$ cat src/rtl/count_monitor_pkg.sv
// Shared FSM encoding and default sizing for the count monitor.
package count_monitor_pkg;
  localparam int DEF_WIDTH  = 4;
  localparam int DEF_WRAP_W = 8;

  typedef enum logic [1:0] {
    IDLE      = 2'd0,
    TRACK     = 2'd1,
    SATURATED = 2'd2
  } state_e;
endpackage

$ cat src/rtl/count_monitor_sat_counter.sv
// Event counter that sticks at all-ones instead of rolling over.
module sat_counter #(
  parameter int W = 8
) (
  input  logic         clk,
  input  logic         rst,
  input  logic         clr,
  input  logic         inc,
  output logic [W-1:0] q
);
  logic [W-1:0] q_q, q_d;

  always_comb begin
    q_d = q_q;
    if (clr) q_d = '0;
    else if (inc && (q_q != '1)) q_d = q_q + 1'b1;
  end

  always_ff @(posedge clk) begin
    if (rst) q_q <= '0;
    else     q_q <= q_d;
  end

  assign q = q_q;
endmodule

$ cat src/rtl/count_monitor.sv
// Watches a free-running counter: coverage of every value, max->0 wraps
// and steps that are neither a hold nor a +1.
module count_monitor
  import count_monitor_pkg::*;
#(
  parameter int WIDTH  = DEF_WIDTH,
  parameter int WRAP_W = DEF_WRAP_W
) (
  input  logic              clk,
  input  logic              rst,
  input  logic              in_valid,
  input  logic [WIDTH-1:0]  in_count,
  input  logic              clear,
  output logic              seen_all,
  output logic [WRAP_W-1:0] wrap_cnt,
  output logic              step_err,
  output logic              err_sticky,
  output logic              tracking
);
  localparam int NVAL = 1 << WIDTH;
  localparam logic [WIDTH-1:0] MAXV = '1;

  state_e           state_q, state_d;
  logic [WIDTH-1:0] prev_q, prev_d;
  logic [NVAL-1:0]  seen_q, seen_d;
  logic             seen_all_q, seen_all_d;
  logic             step_err_q, step_err_d;
  logic             err_sticky_q, err_sticky_d;
  logic             tracking_q, tracking_d;

  logic             checking, legal, wrap_inc;
  logic [WIDTH-1:0] prev_inc;

  // The first sample after reset/clear has no predecessor, so it is never checked.
  assign checking = in_valid && !clear && (state_q != IDLE);
  assign prev_inc = prev_q + 1'b1;
  assign legal    = (in_count == prev_q) || (in_count == prev_inc);
  assign wrap_inc = checking && (prev_q == MAXV) && (in_count == '0);

  always_ff @(posedge clk) begin
    if (rst) state_q <= IDLE;
    else     state_q <= state_d;
  end

  always_comb begin
    state_d = state_q;
    if (clear) begin
      state_d = IDLE;
    end else if (in_valid) begin
      case (state_q)
        IDLE:      state_d = (&seen_d) ? SATURATED : TRACK;
        TRACK:     state_d = (&seen_d) ? SATURATED : TRACK;
        SATURATED: state_d = SATURATED;
        default:   state_d = IDLE;
      endcase
    end
  end

  always_comb begin
    seen_d       = seen_q;
    prev_d       = prev_q;
    step_err_d   = 1'b0;
    err_sticky_d = err_sticky_q;
    if (clear) begin
      seen_d       = '0;
      prev_d       = '0;
      err_sticky_d = 1'b0;
    end else if (in_valid) begin
      seen_d[in_count] = 1'b1;
      prev_d           = in_count;
      step_err_d       = checking && !legal;
      err_sticky_d     = err_sticky_q | step_err_d;
    end
    seen_all_d = &seen_d;
    tracking_d = (state_d != IDLE);
  end

  always_ff @(posedge clk) begin
    if (rst) begin
      prev_q       <= '0;
      seen_q       <= '0;
      seen_all_q   <= 1'b0;
      step_err_q   <= 1'b0;
      err_sticky_q <= 1'b0;
      tracking_q   <= 1'b0;
    end else begin
      prev_q       <= prev_d;
      seen_q       <= seen_d;
      seen_all_q   <= seen_all_d;
      step_err_q   <= step_err_d;
      err_sticky_q <= err_sticky_d;
      tracking_q   <= tracking_d;
    end
  end

  sat_counter #(.W(WRAP_W)) u_wrap (
    .clk (clk),
    .rst (rst),
    .clr (clear),
    .inc (wrap_inc),
    .q   (wrap_cnt)
  );

  assign seen_all   = seen_all_q;
  assign step_err   = step_err_q;
  assign err_sticky = err_sticky_q;
  assign tracking   = tracking_q;
endmodule
$ cat config.mk
export PLATFORM = sky130hd
export DESIGN_NAME = count_monitor
export DESIGN_NICKNAME = d
export VERILOG_FILES = /design/src/rtl/count_monitor_pkg.sv /design/src/rtl/count_monitor_sat_counter.sv /design/src/rtl/count_monitor.sv
export SDC_FILE = /design/constraint.sdc
export NUM_CORES = 1
export LEC_CHECK = 0
export BUFFER_PORTS_ARGS = -buffer_cell sky130_fd_sc_hd__buf_2
export CORE_ASPECT_RATIO = 1.25
export CORE_UTILIZATION = 23
export CTS_CLUSTER_SIZE = 16
export DETAILED_ROUTE_END_ITERATION = 7
export GPL_TIMING_DRIVEN = 0
export SLEW_MARGIN = 5
export SYNTH_ARGS = -nofsm -noshare
export SYNTH_HDL_FRONTEND = slang
export SYNTH_SLANG_ARGS = --single-unit
$ cat constraint.sdc
create_clock -name clk -period 3.5 [get_ports clk]
set_input_delay 0 -clock clk [delete_from_list [all_inputs] [get_ports clk]]
set_output_delay 0 -clock clk [all_outputs]
set_load 0.02 [all_outputs]
Word level (Yosys, flattened, before mapping)
Index checks and enable logic that the tools add are counted.

Register bits: 34. Word-level logic and storage cells: 47.

Add/subtract/negate cells: 2. Order comparisons: 2. Eq/ne operators: 6. Mux-type cells: 8. Bitwise gates (word level): 3. Reductions and logical operators: 18.

Operators by type and width (number): 16-bit 2-to-1 mux (2); 16-bit bitwise OR (1); 16-bit AND reduction (1); 8-bit by 1-bit adder with 8-bit output (second input constant) (1); 4-bit equality test (2); 8-bit != test (second input constant) (1); 1-bit logical AND (7); 2-bit 2-to-1 mux (3); 4-bit by 5-bit < comparator with 1-bit output (second input constant) (1); 4-bit by 1-bit adder with 4-bit output (second input constant) (1); 1-bit demux with 4-bit select (1); 4-bit equality test (second input constant) (1); 4-bit by 1-bit greater-or-equal comparator with 1-bit output (second input constant) (1); 4-bit zero test (1); 2-bit one-hot mux with 2 select lines (1); 2-bit nonzero test (2); 2-bit OR reduction (2); 3-bit OR reduction (1); 2-bit by 1-bit equality test with 1-bit output (second input constant) (1); 2-bit equality test (second input constant) (1); 1-bit zero test (2); 2-bit zero test (1); 1-bit logical OR (1); 1-bit 2-to-1 mux (1); 2 further kinds (2).

Logic depth before layout (Yosys ltp)
Word-level depth: 13. Mapped depth: 7. Depth with buffers taken out: 6.

By module
Synthesis repeated with hierarchy kept, for this count alone.

Cells, all modules: 186. Area total of the unflattened synthesis: 1684.1 um^2.

Modules (own cells, without submodules): count_monitor (instances 1, cells each 139, area each 1248.7 um^2, sequential area each 520.5 um^2); sat_counter (instances 1, cells each 47, area each 435.4 um^2, sequential area each 160.2 um^2).

Least setup slack after synthesis
No wires, ideal clock.

Path type: reg2reg. Start point: register prev_q[0]. End point: register u_wrap.q_q[4], in the netlist u_wrap.q[4]. Library setup time: 0.128 ns. Arrival: 1.433 ns. Data required time: 3.372 ns. Slack: 1.939 ns. Cell stages (with the launch flop): 7. Period minus slack after synthesis: 1.561 ns. Cell sequence: dfxtp_1 > ha_1 > and4b_2 > nand4b_1 > nor4_1 > xnor2_1 > nor2_1.

Cells in the longest elaborated chain, start to end: 4.

RTL lines: start, declared (line count_monitor.sv:24) `logic [WIDTH-1:0] prev_q, prev_d;`; start signal, assigned (line count_monitor.sv:87) `prev_q <= prev_d;`; 4-bit equality test (line count_monitor.sv:38) `assign wrap_inc = checking && (prev_q == MAXV) && (in_count == '0);`; 1-bit logical AND (2 in series) (line count_monitor.sv:38); 1-bit logical AND (line count_monitor_sat_counter.sv:16) `else if (inc && (q_q != '1)) q_d = q_q + 1'b1;`; end signal, assigned (line count_monitor_sat_counter.sv:21) `else q_q <= q_d;`; end, declared (line count_monitor_sat_counter.sv:11) `logic [W-1:0] q_q, q_d;`.

Every way passes these cells. A chain may end at the register's enable or synchronous reset.

Worst setup path in the final report
Start point: register prev_q[1]. End point: register u_wrap.q_q[4], in the netlist u_wrap.q[4].

The elaborated chain is that of the path after synthesis.

==> impl_metrics.json <==
{
  "final_hold_viol_count": 0,
  "dpl.hpwl_mm": 2.622,
  "grt_max_degree": 11,
  "holdCritPathClass": "in -> reg",
  "grt_pass1_wl_mm": 6.134,
  "synth-edff-count": 0,
  "die_area_sq_um": 7342,
  "p_leak_nw": 0.6793,
  "cp-end-kind": "flip-flop",
  "synth_seq_area_share": 0.4227,
  "viasPerCell": 4.616,
  "grt_pass1_vias": 1288,
  "wl_per_cell_microns": 12.23,
  "diodes": 0,
  "io_pins": 20,
  "synth_seq_cells": 34,
  "path_clk_slew_ns": 0.07,
  "firstDrtPassIters": 4,
  "die_h_microns": 95.55,
  "crit_path_max_fanout": 8,
  "r2r-start": "prev_q[1]$_SDFFE_PP0P_",
  "synth_flop_cell": "dfxtp_1",
  "setup_viol": 0,
  "slew_headroom": 0.6257,
  "grtUsageTotal": 0.1080,
  "power_per_cell_area_nw_per_um2": 399.0,
  "finalSetupTns_ns": 0,
  "p_total_w": 0.0007623,
  "timing.fmax_ghz": 0.5558,
  "clk_path_buf_depth": 2,
  "dp_cells": 288,
  "drt_iter0_markers": 69,
  "fin_skew_ns": 0.007128,
  "finalMaxSlewViolations": 0,
  "nNetsFinal": 219,
  "critical_path_class": "reg -> reg",
  "netlist_area_sq_um": 1610,
  "num_rows": 33,
  "place_congestion": 0.7834,
  "synth.distinct_cells": 44,
  "startpoint_type": "flip-flop",
  "drive_gt1_frac": 0.1952,
  "synthToLayoutAreaGrowth_pct": 18.65,
  "hold_path_depth": 3,
  "numPortBuffers": 18,
  "cp.arrival_ns": 1.95,
  "yosys_warnings": 0,
  "final_cells": 297,
  "worst_skew_pair.late_latency_ns": 0.29,
  "htreeDepth": 2,
  "start_util": 0.2422,
  "cts_buffers": 5,
  "cts.repair.resized": 0,
  "synthArstFlopShare": 0,
  "postPlaceCellArea_sq_um": 1809,
  "die_w_microns": 76.84,
  "reg2reg_to": "u_wrap.q[4]$_SDFFE_PP0P_",
  "finalInstanceArea_sq_um": 1911,
  "synth.net_count": 193,
  "worst_pin_slew_ns": 0.5614,
  "vias": 1371,
  "drv_cap": 0,
  "postCtsSetupRepairBufs": 0,
  "grt_overflow": 0,
  "utilization": 0.2874,
  "antenna_found_initial": 0,
  "finalWirelength_mm": 3.633,
  "layout_min_cycle_time_ns": 1.799,
  "period_share": 0.5141,
  "r2r_slack_ns": 1.70,
  "netlist_instances": 183,
  "ctsRootBufferMaster": "clkbuf_8",
  "status": "finished clean",
  "hold_path.startpoint": "clear",
  "avgSynthCellArea_sq_um": 8.799,
  "rsz0062_at_grt": "no",
  "cts_tree": "yes",
  "ant_nets": 0,
  "crit_required_ns": 3.65,
  "r2r_cells": 6,
  "clock-sinks": 34,
  "peakVddDrop_uv": 182.6,
  "core-area_sq_um": 6648,
  "hold_end": "seen_all$_SDFF_PP0_",
  "drc": 0
}
[critical path, stage by stage, from the launching register on]
cell	delay [ns]
dfxtp_1	0.40
ha_1	0.21
and4b_2	0.23
nand4b_1	0.28
nor4_1	0.35
xnor2_1	0.16
nor2_1	0.05
[cells by family (layout without fill, tap and decap cells)]
family	count (synthesis)	count (layout)	share of synthesized area
xor gates and xnor gates	14	14	0.07615
buffers and inverters	14	41	0.04584
muxes	4	4	0.02487
AOI/OAI and AO/OA	30	30	0.1158
and+or+nand+nor	85	85	0.2992
DFF	34	34	0.4227
adders and majority gates	2	2	0.01554
[area by class of cell]
type                    instances  area, sq um
multi-input cells             135        855.8
repair buffers                 19        100.1
clock buffers                   7        86.33
flip-flops and latches         34        680.7
inverters                       4        15.01
plain buffers                  10        58.81
well taps                      87        108.9
clock inverters                 1        5.005
fillers                       708         4737
[repair_timing]
item                                    in CTS  in global routing
endpoints found under the hold margin        2                  0
endpoints found under the setup margin       0                  0
hold buffers                                 1                  0
[state kept, by name (all words and copies together), names as in the netlist]
signal      flops
step_err        1
tracking        1
u_wrap.q        8
prev_q          4
seen_all        1
seen_q         16
state_q         2
err_sticky      1
[layout by cell type, fill, tap and decap left out, types with 2 or more instances in the layout]
cell type,instances
inv_1,4
or3_1,2
o21ai_0,2
nand3_1,6
xor2_1,5
clkbuf_8,6
xnor2_1,9
nand2_1,5
nor2_1,31
and3b_2,2
o21a_1,2
a21oi_1,13
mux2i_1,4
nor3_1,5
or4_1,4
buf_2,20
clkbuf_1,6
a31oi_1,7
and2b_2,2
nor2b_1,4
nor3b_1,3
ha_1,2
buf_6,2
dfxtp_1,34
nor4_1,7
nand4_1,2
[Yosys cell counts (2+ instances only)]
| cell type | instances | area, sq um |
|---|---|---|
| buf_6 | 2 | 22.52 |
| nand4_1 | 2 | 12.51 |
| or4_1 | 4 | 30.03 |
| nor2_1 | 31 | 116.4 |
| ha_1 | 2 | 25.02 |
| o21a_1 | 2 | 15.01 |
| nand2_1 | 5 | 18.77 |
| nand3_1 | 6 | 30.03 |
| inv_1 | 4 | 15.01 |
| nor3b_1 | 3 | 22.52 |
| or3_1 | 2 | 12.51 |
| a31oi_1 | 7 | 43.79 |
| xnor2_1 | 9 | 78.83 |
| o21ai_0 | 2 | 10.01 |
| a21oi_1 | 13 | 65.06 |
| dfxtp_1 | 34 | 680.7 |
| and2b_2 | 2 | 17.52 |
| mux2i_1 | 4 | 40.04 |
| nor4_1 | 7 | 43.79 |
| xor2_1 | 5 | 43.79 |
| clkbuf_1 | 5 | 18.77 |
| nor2b_1 | 4 | 25.02 |
| and3b_2 | 2 | 20.02 |
| nor3_1 | 5 | 25.02 |
| buf_2 | 2 | 10.01 |
[stage by stage]
step / setup WS (ns) / hold WS [ns]
2_1_floorplan: 1.939 / 0.06915
3_3_place_gp: 1.654 / 0.2291
3_5_place_dp: 1.661 / 0.2308
4_1_cts: 1.680 / 0.05713
5_1_grt: 1.524 / 0.06836
6_report: 1.701 / 0.06626
[where the power goes]
group | switching (W) | leakage [nW] | total, W | internal (W)
clock | 0.000143 | 0.0482 | 0.000301 | 0.000159
sequential | 0.00000396 | 0.275 | 0.000396 | 0.000392
combinational | 0.0000390 | 0.356 | 0.0000652 | 0.0000262
[how the worst max path moves through the flow]
stage | from | end | cells past startpoint
2_1_floorplan | prev_q[0]$_SDFFE_PP0P_ | u_wrap.q[4]$_SDFFE_PP0P_ | 6
3_3_place_gp | in_count[3] | state_q[0]$_SDFF_PP0_ | 7
3_5_place_dp | in_count[3] | state_q[0]$_SDFF_PP0_ | 7
4_1_cts | prev_q[0]$_SDFFE_PP0P_ | u_wrap.q[4]$_SDFFE_PP0P_ | 6
5_1_grt | prev_q[0]$_SDFFE_PP0P_ | u_wrap.q[7]$_SDFFE_PP0P_ | 6
6_report | prev_q[1]$_SDFFE_PP0P_ | u_wrap.q[4]$_SDFFE_PP0P_ | 6
[routing by layer]
| layer | GRT usage | share of wire | routed length [microns] | vias to the layer above |
|---|---|---|---|---|
| met3 | 0.03158 | 0.046 | 168 | 6 |
| met5 | 0 | 0 | 0 | - |
| li1 | - | - | - | 700 |
| met1 | 0.1296 | 0.47 | 1711 | 634 |
| met4 | 0.04327 | 0.010 | 38 | 0 |
| met2 | 0.1808 | 0.47 | 1715 | 31 |
No activity file was read; power rests on OpenSTA's default activity.
